`src/rtl/branch_compare_mc_if.sv`:
```
// Handshake and result bundle for the multi-cycle branch comparator.
// The producer drives operands and out_ready; the comparator drives the rest.
interface branch_compare_mc_if #(
  parameter int WIDTH = 32
);
  // A transfer happens on a rising edge where valid && ready. The sender holds
  // its payload stable while valid is high and ready is low.
  logic             in_valid;
  logic             in_ready;
  logic [WIDTH-1:0] rs1_out;
  logic [WIDTH-1:0] rs2_out;
  logic             cmpop;
  logic [2:0]       funct3;
  logic             out_valid;
  logic             out_ready;
  logic             br_eq;
  logic             br_lt;
  logic             br_taken;
  logic             busy;
  logic [1:0]       dbg_state;

  modport master (
    output in_valid, rs1_out, rs2_out, cmpop, funct3, out_ready,
    input  in_ready, out_valid, br_eq, br_lt, br_taken, busy, dbg_state
  );

  modport slave (
    input  in_valid, rs1_out, rs2_out, cmpop, funct3, out_ready,
    output in_ready, out_valid, br_eq, br_lt, br_taken, busy, dbg_state
  );
endinterface

```
`src/rtl/branch_compare_mc.sv`:
```
// Multi-cycle branch comparator: CHUNK bits per cycle, MSB chunk first.
// Define BRCMP_EARLY_EXIT_EN to stop at the first differing chunk; otherwise latency is always NCHUNK.
module branch_compare_mc #(
  parameter int WIDTH = 32,
  parameter int CHUNK = 8
) (
  input logic               clk,
  input logic               rst,
  branch_compare_mc_if.slave bus
);
  localparam int NCHUNK = WIDTH / CHUNK;
  localparam int IW     = (NCHUNK > 1) ? $clog2(NCHUNK) : 1;

  generate
    if (WIDTH % CHUNK != 0) begin : g_bad_chunk
      $error("branch_compare_mc: WIDTH must be a multiple of CHUNK");
    end
  endgenerate

  typedef enum logic [1:0] {
    S_IDLE = 2'd0,
    S_CMP  = 2'd1,
    S_DONE = 2'd2
  } state_t;

  state_t           r_state;
  logic [IW-1:0]    r_idx;
  logic [WIDTH-1:0] r_a;
  logic [WIDTH-1:0] r_b;
  logic             r_cmpop;
  logic [2:0]       r_funct3;
  logic             r_eq;
  logic             r_lt;
  logic             r_taken;

  logic [CHUNK-1:0] w_a;
  logic [CHUNK-1:0] w_b;
  logic             w_top;
  logic             w_ne;
  logic             w_lt;

  assign w_a   = r_a[int'(r_idx)*CHUNK +: CHUNK];
  assign w_b   = r_b[int'(r_idx)*CHUNK +: CHUNK];
  assign w_top = (r_idx == IW'(NCHUNK - 1));
  assign w_ne  = (w_a != w_b);
  // Only the top chunk carries the sign; lower chunks always compare unsigned.
  assign w_lt  = (w_top && r_cmpop && (w_a[CHUNK-1] != w_b[CHUNK-1])) ?
                 w_a[CHUNK-1] : (w_a < w_b);

  function automatic logic f_taken(input logic eq, input logic lt, input logic [2:0] f3);
    case (f3)
      3'b000:         f_taken = eq;
      3'b001:         f_taken = !eq;
      3'b100, 3'b110: f_taken = lt;
      3'b101, 3'b111: f_taken = !lt;
      default:        f_taken = 1'b0;
    endcase
  endfunction

`ifndef BRCMP_EARLY_EXIT_EN
  logic r_found;
  logic r_lt_found;
  logic w_found_n;
  logic w_lt_n;

  assign w_found_n = r_found | w_ne;
  assign w_lt_n    = r_found ? r_lt_found : w_lt;
`endif

  always_ff @(posedge clk) begin
    if (rst) begin
      r_state  <= S_IDLE;
      r_idx    <= '0;
      r_a      <= '0;
      r_b      <= '0;
      r_cmpop  <= 1'b0;
      r_funct3 <= 3'b000;
      r_eq     <= 1'b0;
      r_lt     <= 1'b0;
      r_taken  <= 1'b0;
`ifndef BRCMP_EARLY_EXIT_EN
      r_found    <= 1'b0;
      r_lt_found <= 1'b0;
`endif
    end else begin
      case (r_state)
        S_IDLE: begin
          if (bus.in_valid) begin
            r_a      <= bus.rs1_out;
            r_b      <= bus.rs2_out;
            r_cmpop  <= bus.cmpop;
            r_funct3 <= bus.funct3;
            r_idx    <= IW'(NCHUNK - 1);
            r_state  <= S_CMP;
`ifndef BRCMP_EARLY_EXIT_EN
            r_found    <= 1'b0;
            r_lt_found <= 1'b0;
`endif
          end
        end
        S_CMP: begin
`ifdef BRCMP_EARLY_EXIT_EN
          if (w_ne) begin
            r_eq    <= 1'b0;
            r_lt    <= w_lt;
            r_taken <= f_taken(1'b0, w_lt, r_funct3);
            r_state <= S_DONE;
          end else if (r_idx == '0) begin
            r_eq    <= 1'b1;
            r_lt    <= 1'b0;
            r_taken <= f_taken(1'b1, 1'b0, r_funct3);
            r_state <= S_DONE;
          end else begin
            r_idx <= r_idx - 1'b1;
          end
`else
          // Latch the first difference but keep walking for constant latency.
          if (!r_found && w_ne) begin
            r_found    <= 1'b1;
            r_lt_found <= w_lt;
          end
          if (r_idx == '0) begin
            r_eq    <= !w_found_n;
            r_lt    <= w_found_n & w_lt_n;
            r_taken <= f_taken(!w_found_n, w_found_n & w_lt_n, r_funct3);
            r_state <= S_DONE;
          end else begin
            r_idx <= r_idx - 1'b1;
          end
`endif
        end
        S_DONE: begin
          if (bus.out_ready) r_state <= S_IDLE;
        end
        default: r_state <= S_IDLE;
      endcase
    end
  end

  assign bus.in_ready  = (r_state == S_IDLE) && !rst;
  assign bus.out_valid = (r_state == S_DONE);
  assign bus.busy      = (r_state != S_IDLE);
  assign bus.br_eq     = r_eq;
  assign bus.br_lt     = r_lt;
  assign bus.br_taken  = r_taken;
  assign bus.dbg_state = r_state;
endmodule

```
`src/flat_wrapper.sv`:
```
// flat-port wrapper written by rule: the top's interface ports become plain ports
module branch_compare_mc_flat 
#(
  parameter int WIDTH = 32,
  parameter int CHUNK = 8
)
  (clk, rst, bus_in_valid, bus_rs1_out, bus_rs2_out, bus_cmpop, bus_funct3, bus_out_ready, bus_in_ready, bus_out_valid, bus_br_eq, bus_br_lt, bus_br_taken, bus_busy, bus_dbg_state);
  branch_compare_mc_if #(.WIDTH(WIDTH)) bus_i ();
  input logic clk;
  input logic rst;
  input wire logic [$bits(bus_i.in_valid)-1:0] bus_in_valid;
  input wire logic [$bits(bus_i.rs1_out)-1:0] bus_rs1_out;
  input wire logic [$bits(bus_i.rs2_out)-1:0] bus_rs2_out;
  input wire logic [$bits(bus_i.cmpop)-1:0] bus_cmpop;
  input wire logic [$bits(bus_i.funct3)-1:0] bus_funct3;
  input wire logic [$bits(bus_i.out_ready)-1:0] bus_out_ready;
  output wire logic [$bits(bus_i.in_ready)-1:0] bus_in_ready;
  output wire logic [$bits(bus_i.out_valid)-1:0] bus_out_valid;
  output wire logic [$bits(bus_i.br_eq)-1:0] bus_br_eq;
  output wire logic [$bits(bus_i.br_lt)-1:0] bus_br_lt;
  output wire logic [$bits(bus_i.br_taken)-1:0] bus_br_taken;
  output wire logic [$bits(bus_i.busy)-1:0] bus_busy;
  output wire logic [$bits(bus_i.dbg_state)-1:0] bus_dbg_state;
  assign bus_i.in_valid = bus_in_valid;
  assign bus_i.rs1_out = bus_rs1_out;
  assign bus_i.rs2_out = bus_rs2_out;
  assign bus_i.cmpop = bus_cmpop;
  assign bus_i.funct3 = bus_funct3;
  assign bus_i.out_ready = bus_out_ready;
  assign bus_in_ready = bus_i.in_ready;
  assign bus_out_valid = bus_i.out_valid;
  assign bus_br_eq = bus_i.br_eq;
  assign bus_br_lt = bus_i.br_lt;
  assign bus_br_taken = bus_i.br_taken;
  assign bus_busy = bus_i.busy;
  assign bus_dbg_state = bus_i.dbg_state;
  branch_compare_mc #(.WIDTH(WIDTH), .CHUNK(CHUNK)) u_core (.clk(clk), .rst(rst), .bus(bus_i));
endmodule
```
`config.mk`:
```
export PLATFORM = sky130hd
export DESIGN_NAME = branch_compare_mc_flat
export DESIGN_NICKNAME = d
export VERILOG_FILES = /design/src/rtl/branch_compare_mc_if.sv /design/src/rtl/branch_compare_mc.sv /design/src/flat_wrapper.sv
export SDC_FILE = /design/constraint.sdc
export NUM_CORES = 1
export LEC_CHECK = 0
export ABC_CLOCK_PERIOD_IN_PS = 3800
export BUFFER_PORTS_ARGS = -buffer_cell sky130_fd_sc_hd__buf_2
export CAP_MARGIN = 15
export CORE_UTILIZATION = 50
export DETAILED_ROUTE_END_ITERATION = 8
export PLACE_DENSITY_LB_ADDON = 0.1
export SLEW_MARGIN = 0
export SYNTH_ARGS = -nofsm -noshare
export SYNTH_HDL_FRONTEND = slang
export SYNTH_SLANG_ARGS = --single-unit
```
`constraint.sdc`:
```
create_clock -name clk -period 3.8 [get_ports clk]
set_input_delay 0.76 -clock clk [delete_from_list [all_inputs] [get_ports clk]]
set_output_delay 0.76 -clock clk [all_outputs]
set_load 0.05 [all_outputs]
```
Word level (Yosys, flattened, before mapping) --
Index checks and enable logic that the tools add are counted. Widths: inputs -> output; s select.
Word-level totals: word-level logic and storage cells 67, input bits 72, flip-flop bits (word level) 77
Cells by class: reduce and logical (&&, ||, !) cells 20, bitwise logic cells 2, $add $sub $neg 1, muxes and demuxes 15, eq/ne operators 15, order comparisons 1, shifts and indexed selects 2
Operators with widths (count):
- $shiftx 32x6->8 | 2
- $eq 3x3->1 const B | 4
- $mux 2 | 5
- $reduce_and 3->1 | 3
- $lt 8x8->1 | 1
- $ne 8x8->1 | 1
- $ne 2x2->1 const B | 3
- $pmux 2 s3 | 1
- $mux 1 | 5
- $eq 2x2->1 const B | 2
- $logic_and 1x1->1 | 4
- $logic_not 1->1 | 4
- $logic_not 2->1 | 2
- $ne 2x1->1 const B | 2
- $pmux 1 s2 | 2
- $pmux 1 s4 | 1
- $pmux 2 s2 | 1
- $reduce_and 2->1 | 2
- $reduce_bool 2->1 | 2
- $reduce_or 2->1 | 2
- $eq 3x1->1 const B | 1
- $logic_not 3->1 | 1
- $eq 2x1->1 const B | 1
- $sub 2x1->2 const B | 1
- 3 further kinds | 3

Longest topological paths before layout --
Gate-level depths: netlist of the first run.
depth in word-level cells 8, mapped depth 11

Worst setup path before layout of the first run --
Ideal clock, no wire load.
path kind reg-to-reg, from reg u_core.r_idx[0], to reg u_core.r_taken (netlist: u_core.bus.br_taken), arrival 2753 ps, buffers on the path 2, stages on the path, launching flop included 11, slack 974 ps, period minus slack after synthesis 2826 ps, library setup time 73 ps, cells stage by stage dfxtp_1 -> buf_6 -> buf_2 -> mux4_2 -> ha_1 -> nor2b_1 -> o211ai_1 -> a21oi_1 -> o31a_4 -> or4_4 -> o211ai_2
Between the ends: word-level cells in the longest chain between the ends 8, elaborated cells between the ends (all ways) 17, those cells by class order compare: 1; eq/ne: 3; shift: 2; mux: 3; bitwise: 2; reduce/logical: 6
Ends and longest elaborated chain:
- start: declaration | RTL line branch_compare_mc.sv:27 | logic [IW-1:0] r_idx;
- start signal: assignment | RTL line branch_compare_mc.sv:93 | r_idx <= IW'(NCHUNK - 1);
- start signal: assignment | RTL line branch_compare_mc.sv:128 | r_idx <= r_idx - 1'b1;
- parallel branches: the longest is 8 deep, another holds $lt 8x8->1
- end signal: assignment | RTL line branch_compare_mc.sv:125 | r_taken <= f_taken(!w_found_n, w_found_n & w_lt_n, r_funct3);
- end: declaration | RTL line branch_compare_mc.sv:34 | logic r_taken;
Several ways; the timed one is not identified. A chain may end at the register's enable or synchronous reset.

Final worst setup path of the first run --
Same ends and word-level chain as after synthesis.

==> results of run 1 <==
[path summary, 6_finish.rpt]
kind	from	end	cells past startpoint
hold / removal	u_core.bus.br_eq$_SDFFE_PP0P_	u_core.bus.br_eq$_SDFFE_PP0P_	2
setup / recovery	u_core.r_idx[0]$_SDFFE_PP0P_	u_core.bus.br_taken$_SDFFE_PP0P_	9
hold reg to reg	u_core.bus.br_eq$_SDFFE_PP0P_	u_core.bus.br_eq$_SDFFE_PP0P_	2
setup reg to reg	u_core.r_idx[0]$_SDFFE_PP0P_	u_core.bus.br_taken$_SDFFE_PP0P_	9
[power by group through the flow]
stage	clock [uW]	sequential, uW	combinational [uW]
floorplan	0	938	337
global placement	0	953	427
detailed placement	0	954	444
CTS	628	936	444
global route	669	944	497
finish	622	936	447
[kinds of logic after synthesis]
logic type               after synthesis  synth area share
AND/OR/NAND/NOR                      168            0.2038
flip-flops                            77            0.4524
AO/OA/AOI/OAI                         88            0.1451
adder cells (fa/ha/maj)               10           0.03672
XOR/XNOR                               1          0.002571
multiplexers                          16            0.1135
buffers and inverters                 39           0.04591
[worst max-delay path, cell delays in order, from the launching register on]
cell and delay, ns:
dfxtp_1 0.59, buf_4 0.32, mux4_2 0.53, ha_1 0.33
nor2b_1 0.15, o211ai_1 0.15, a21oi_1 0.12, o31a_4 0.35
or4_4 0.41, o211ai_2 0.08
[layout make-up]
class                           instances  share of cell area
Inverter                               11             0.01025
Multi-Input combinational cell        283              0.4250
Sequential cell                        77              0.3825
Tap cell                               77             0.02391
Timing Repair Buffer                   83              0.1087
Clock buffer                           10             0.03415
Clock inverter                          6             0.01552
[metrics by stage]
stage / setup slack [ns] / cells / area [sq um]
6_report: 0.6978 / 547 / 4030
5_1_grt: 0.5760 / 547 / 4030
4_1_cts: 0.6871 / 546 / 4010
3_5_place_dp: 0.6982 / 530 / 3810
3_3_place_gp: 0.7823 / 530 / 3810
2_1_floorplan: 0.9738 / 399 / 3407
[registers in the layout, summed over array words and instances, names as in the netlist]
register / flops
u_core.r_funct3: 3
u_core.r_lt_found: 1
u_core.bus.dbg_state: 2
u_core.r_found: 1
u_core.bus.br_eq: 1
u_core.r_a: 32
u_core.bus.br_taken: 1
u_core.r_idx: 2
u_core.bus.br_lt: 1
u_core.r_b: 32
u_core.r_cmpop: 1
[placed cells by master (no fill, tap or decap)]
master / netlist / routed
or4_4: 1 / 1
or3b_2: 1 / 1
nand2_1: 144 / 143
nor2_1: 4 / 4
clkinv_2: 0 / 3
buf_4: 0 / 3
nor2b_1: 4 / 4
a21oi_1: 77 / 77
nand3_1: 1 / 1
buf_12: 0 / 1
o31a_4: 1 / 1
a211oi_1: 3 / 3
o21ai_0: 1 / 1
nor3_1: 3 / 3
o21bai_1: 1 / 1
nand4b_2: 1 / 1
bufinv_16: 0 / 1
nor4_1: 1 / 1
clkbuf_8: 0 / 10
buf_2: 2 / 79
ha_1: 10 / 10
o211ai_2: 1 / 1
xnor2_1: 1 / 1
nor3b_1: 1 / 1
nand3b_1: 1 / 1
inv_1: 11 / 11
nand2b_1: 2 / 2
and2_1: 2 / 1
nand4_1: 2 / 2
clkinv_4: 0 / 2
a2111oi_0: 1 / 1
mux4_2: 9 / 9
and2_2: 0 / 1
mux4_1: 7 / 7
o2bb2a_4: 1 / 1
nand2_2: 0 / 1
o211ai_1: 2 / 2
dfxtp_1: 77 / 77
[routing by layer]
metal,wire length [um],vias up,part of all wire,GRT usage
met5,0,-,0,0
met1,3784,1357,0.48,0.3074
met2,3695,67,0.47,0.3762
met4,99,0,0.013,0.07550
met3,303,10,0.038,0.04326
li1,-,1477,-,-
==> flow_metrics.tcl, run 1 <==
set metrics [dict create \
    synth_area_leaders "dfxtp_1 45%, nand2_1 16%, a21oi_1 11%, mux4_2 5.9%, mux4_1 5.4%" \
    die_area_sq_um 7148 \
    synth-seq-cells 77 \
    nNetsFinal 547 \
    post-route-min-period_ns 3.102 \
    rsz0062_at_grt "no" \
    hpwl_um 5500 \
    grt_pass1_vias 2757 \
    hp-class "reg2reg" \
    routed_wirelength_um 7883 \
    die_x_um 84.55 \
    coreArea_sq_um 6459 \
    worstMarginPinSlew_ns 0.7894 \
    maxSlewHeadroom 0.4738 \
    synth_most_common_cell "nand2_1" \
    regToRegSetupSlack_ns 0.70 \
    grt_max_degree 78 \
    postCtsSetupBuffers 0 \
    power_density_nw_per_um2 497.3 \
    holdWs_ns 0.4563 \
    drive_gt1_frac 0.2468 \
    clock-sinks 77 \
    avgViaCountPerCell 5.322 \
    diodes 0 \
    crit_path_end_kind "flip-flop" \
    cts_buffers 9 \
    start_kind "flip-flop" \
    p_sw_uw 612.9 \
    max_freq_mhz 322.3 \
    ant_nets 0 \
    routabilityCongestion 0.8281 \
    drtPass1Iterations 6 \
    clockRootBuffer "clkbuf_8" \
    grt_pass1_wl_um 12810 \
    htreeDepth 3 \
    failed_checks "DRC" \
    pwr-share-clk 0.310 \
    clkLatencyLatePin_ns 0.35 \
    critPathArrivalTime_ns 3.38 \
    initial_core_util 0.5275 \
    netlist_area_sq_um 3407 \
    synth_top_cells_by_count "144 x nand2_1, 77 x a21oi_1, 77 x dfxtp_1" \
    critPathKind "reg2reg" \
    drtIter0Drc 185 \
    total_power_uw 2004 \
    switching_share 0.3058 \
    drt-wirelength-per-cell_um 14.41 \
    synth.avg_cell_area_sq_um 8.539 \
    slew_viol_final 0 \
    clockBufferDepth 2 \
    maxCapViolCount 0 \
    synth_nets 481 \
    post-route-util 0.6240 \
    vias 2911 \
    yosysTopAreaCell "dfxtp_1" \
    seq_area_sq_um 1541 \
    multi_input_area_sq_um 1713 \
    ir_worst_vdd_v 0.0002764 \
    hold_viol 0 \
    drc 10 \
    synth.top_cell.area_share 0.4524 \
    synthArstFlopShare 0 \
    combPwrFrac 0.223 \
    placementRows 29 \
    fillerInstances 601 \
    p_seq_frac 0.467 \
    status "finished with violations" \
    p_leak_uw 0.001694 \
    layout_worst_path_cycle_share 0.8164 \
    synth_cells 399 \
    ys.flop_type "dfxtp_1" \
    die_h_um 84.55 \
    synth-edff-count 0 \
    overflow 0 \
    io_pins 80 \
    port-buffer-count 79 \
    clock_skew_ns 0.01146 \
    critPathRequiredTime_ns 4.07 \
    setup_viol 0 \
    ys_warn_count 0 \
    cts_tree "yes" \
    grtUsageTotal 0.2296 \
    antenna_found_initial 0 \
    post_cts_resized 0 \
    synth_seq_area_share 0.4524 \
    path_clk_slew_ns 0.08 \
    crit_fanout 12 \
    intPower_uw 1391 \
    cts_hold_buf 0 \
    ys_types 33 \
    areaGrowthSynthToFinish_pct 18.29 \
    tns_ns 0 \
]
Power figures use the tool's default switching activity.
==> inputs of run 2 (changes only) <==
Settings changed: ABC_CLOCK_PERIOD_IN_PS 3800 to 2500, CORE_UTILIZATION 50 to 48.
Clock period 3.8 ns to 2.5 ns, I/O delays scaled along.
==> run 2 against run 1 <==
Against the previous run:
- the run ends with setup timing left
- setup slack worse by 0.74 ns
- maximum frequency up 22%
- utilization down 0.27 points
- sequential power up 51%
- register-to-register slack worse by 0.74 ns
- count of clock-buffer cells in the layout unchanged
- routed wire length up 0.63%
- largest power group unchanged
- largest cell class unchanged
==> flow_metrics.tcl, run 2 (synthesis results as in run 1) <==
set metrics [dict create \
    maxSlewHeadroom 0.6659 \
    placementRows 30 \
    ant_nets 0 \
    htreeDepth 3 \
    status "finished with violations" \
    grt_pass1_vias 2828 \
    routed_wirelength_um 7933 \
    clock_skew_ns 0.01231 \
    hp-class "in2reg" \
    post-route-min-period_ns 2.541 \
    crit_path_end_kind "flip-flop" \
    hpwl_um 5748 \
    hold_viol 0 \
    post-route-util 0.6212 \
    die_h_um 86.25 \
    top_regs "u_core.r_a x32, u_core.r_b x32, u_core.r_funct3 x3" \
    fin_area_sq_um 4244 \
    io_pins 80 \
    avgViaCountPerCell 5.059 \
    clockRootBuffer "clkbuf_8" \
    vias 2924 \
    port-buffer-count 79 \
    worstMarginPinSlew_ns 0.4994 \
    grt_pass1_wl_um 13440 \
    fin_ws_ns -0.04104 \
    regToRegEndpoint "u_core.bus.br_taken$_SDFFE_PP0P_" \
    slew_viol_final 0 \
    die_area_sq_um 7439 \
    rsz0062_at_grt "yes" \
    path_clk_slew_ns 0.08 \
    critPathArrivalTime_ns 2.82 \
    reg2regPathDepth 8 \
    failed_checks "setup timing" \
    seq_area_sq_um 1545 \
    areaGrowthSynthToFinish_pct 24.57 \
    power_density_nw_per_um2 771.1 \
    min-delay-start "bus_rs2_out[21]" \
    placed_cells 560 \
    drtPass1Iterations 4 \
    holdPathEnd "u_core.r_b[21]$_SDFFE_PP0P_" \
    r2r_start "u_core.r_idx[0]$_SDFFE_PP0P_" \
    antenna_found_initial 0 \
    cts_buffers 9 \
    p_leak_uw 0.001729 \
    crit_fanout 7 \
    ir_worst_vdd_v 0.0004798 \
    clkLatencyLatePin_ns 0.35 \
    multi_input_area_sq_um 1772 \
    start_kind "flip-flop" \
    layout_worst_path_cycle_share 1.016 \
    diodes 0 \
    place_area_sq_um 3984 \
    drt-wirelength-per-cell_um 13.72 \
    setup_viol 1 \
    nNetsFinal 559 \
    cts_tree "yes" \
    max_freq_mhz 393.5 \
    drc 0 \
    clock-sinks 77 \
    die_x_um 86.25 \
    critPathRequiredTime_ns 2.78 \
    coreArea_sq_um 6832 \
    regToRegSetupSlack_ns -0.04 \
    drtIter0Drc 110 \
    routabilityCongestion 0.7769 \
    dp_slack_ns -0.1096 \
    fillerInstances 660 \
    clockBufferDepth 2 \
    overflow 0 \
    instances_no_fill 578 \
    critPathKind "reg2reg" \
    holdPathStages 3 \
    drive_gt1_frac 0.3050 \
    total_power_uw 3273 \
    layout_common_cells "143 x nand2_1, 79 x buf_2, 76 x a21oi_1, 76 x dfxtp_1, 16 x mux4_2" \
    initial_core_util 0.4987 \
    maxCapViolCount 0 \
    grt_max_degree 48 \
    grtUsageTotal 0.2365 \
    layout_commonest_cell "nand2_1" \
]
==> run 2: how the worst max path moves through the flow <==
stage / start / end / slack, ns / cells past startpoint
2_1_floorplan: u_core.r_idx[0]$_SDFFE_PP0P_ / u_core.bus.br_taken$_SDFFE_PP0P_ / -0.05 / 10
3_3_place_gp: u_core.r_idx[0]$_SDFFE_PP0P_ / u_core.bus.br_taken$_SDFFE_PP0P_ / -0.04 / 9
3_5_place_dp: u_core.r_idx[0]$_SDFFE_PP0P_ / u_core.bus.br_taken$_SDFFE_PP0P_ / -0.11 / 8
4_1_cts: u_core.r_idx[0]$_SDFFE_PP0P_ / u_core.bus.br_taken$_SDFFE_PP0P_ / -0.04 / 10
5_1_grt: u_core.r_idx[0]$_SDFFE_PP0P_ / u_core.bus.br_taken$_SDFFE_PP0P_ / -0.16 / 11
6_report: u_core.r_idx[0]$_SDFFE_PP0P_ / u_core.bus.br_taken$_SDFFE_PP0P_ / -0.04 / 8
==> run 2: repair_timing <==
item                                    in CTS  in global routing
cloned                                       0                  0
gates resized for setup                     19                  1
setup buffers                                2                  0
hold buffers                                 0                  0
endpoints found under the setup margin       3                  3
pin swaps                                    6                  1
==> run 2: power by group <==
group	internal, uW	switching (uW)
Combinational	403	438
Sequential	1330	79.0
Clock	562	459
Total	2300	976
==> run 2: worst max-delay path, stage by stage, from the launching register on <==
cell and delay, ns:
dfxtp_4 0.38, buf_8 0.14, mux4_2 0.55, ha_4 0.26
nand4_1 0.16, o21bai_2 0.12, o31a_4 0.36, or4_4 0.41
o211ai_2 0.08
==> run 2: through the flow <==
| stage | setup TNS [ns] | hold WS, ns |
|---|---|---|
| 3_3_place_gp | -0.04088 | 0.4410 |
| 5_1_grt | -0.1949 | 0.3610 |
| 2_1_floorplan | -0.05211 | 0.4315 |
| 4_1_cts | -0.03925 | 0.3668 |
| 6_report | -0.04104 | 0.3729 |
| 3_5_place_dp | -0.1143 | 0.4456 |
==> run 2: layer usage <==
layer	routed length, um	part of all wire	up-vias	global-route usage
li1	-	-	1499	-
met1	3772	0.48	1354	0.3190
met2	3697	0.47	66	0.3773
met3	405	0.051	5	0.06095
met4	57	0.0072	0	0.06818
met5	0	0	-	0
==> run 2: final cells by class <==
class | count | share of cell area
Sequential cell | 77 | 0.3641
Inverter | 11 | 0.009729
Tap cell | 96 | 0.02830
Clock inverter | 6 | 0.02034
Clock buffer | 10 | 0.03007
Timing Repair Buffer | 95 | 0.1300
Multi-Input combinational cell | 283 | 0.4175
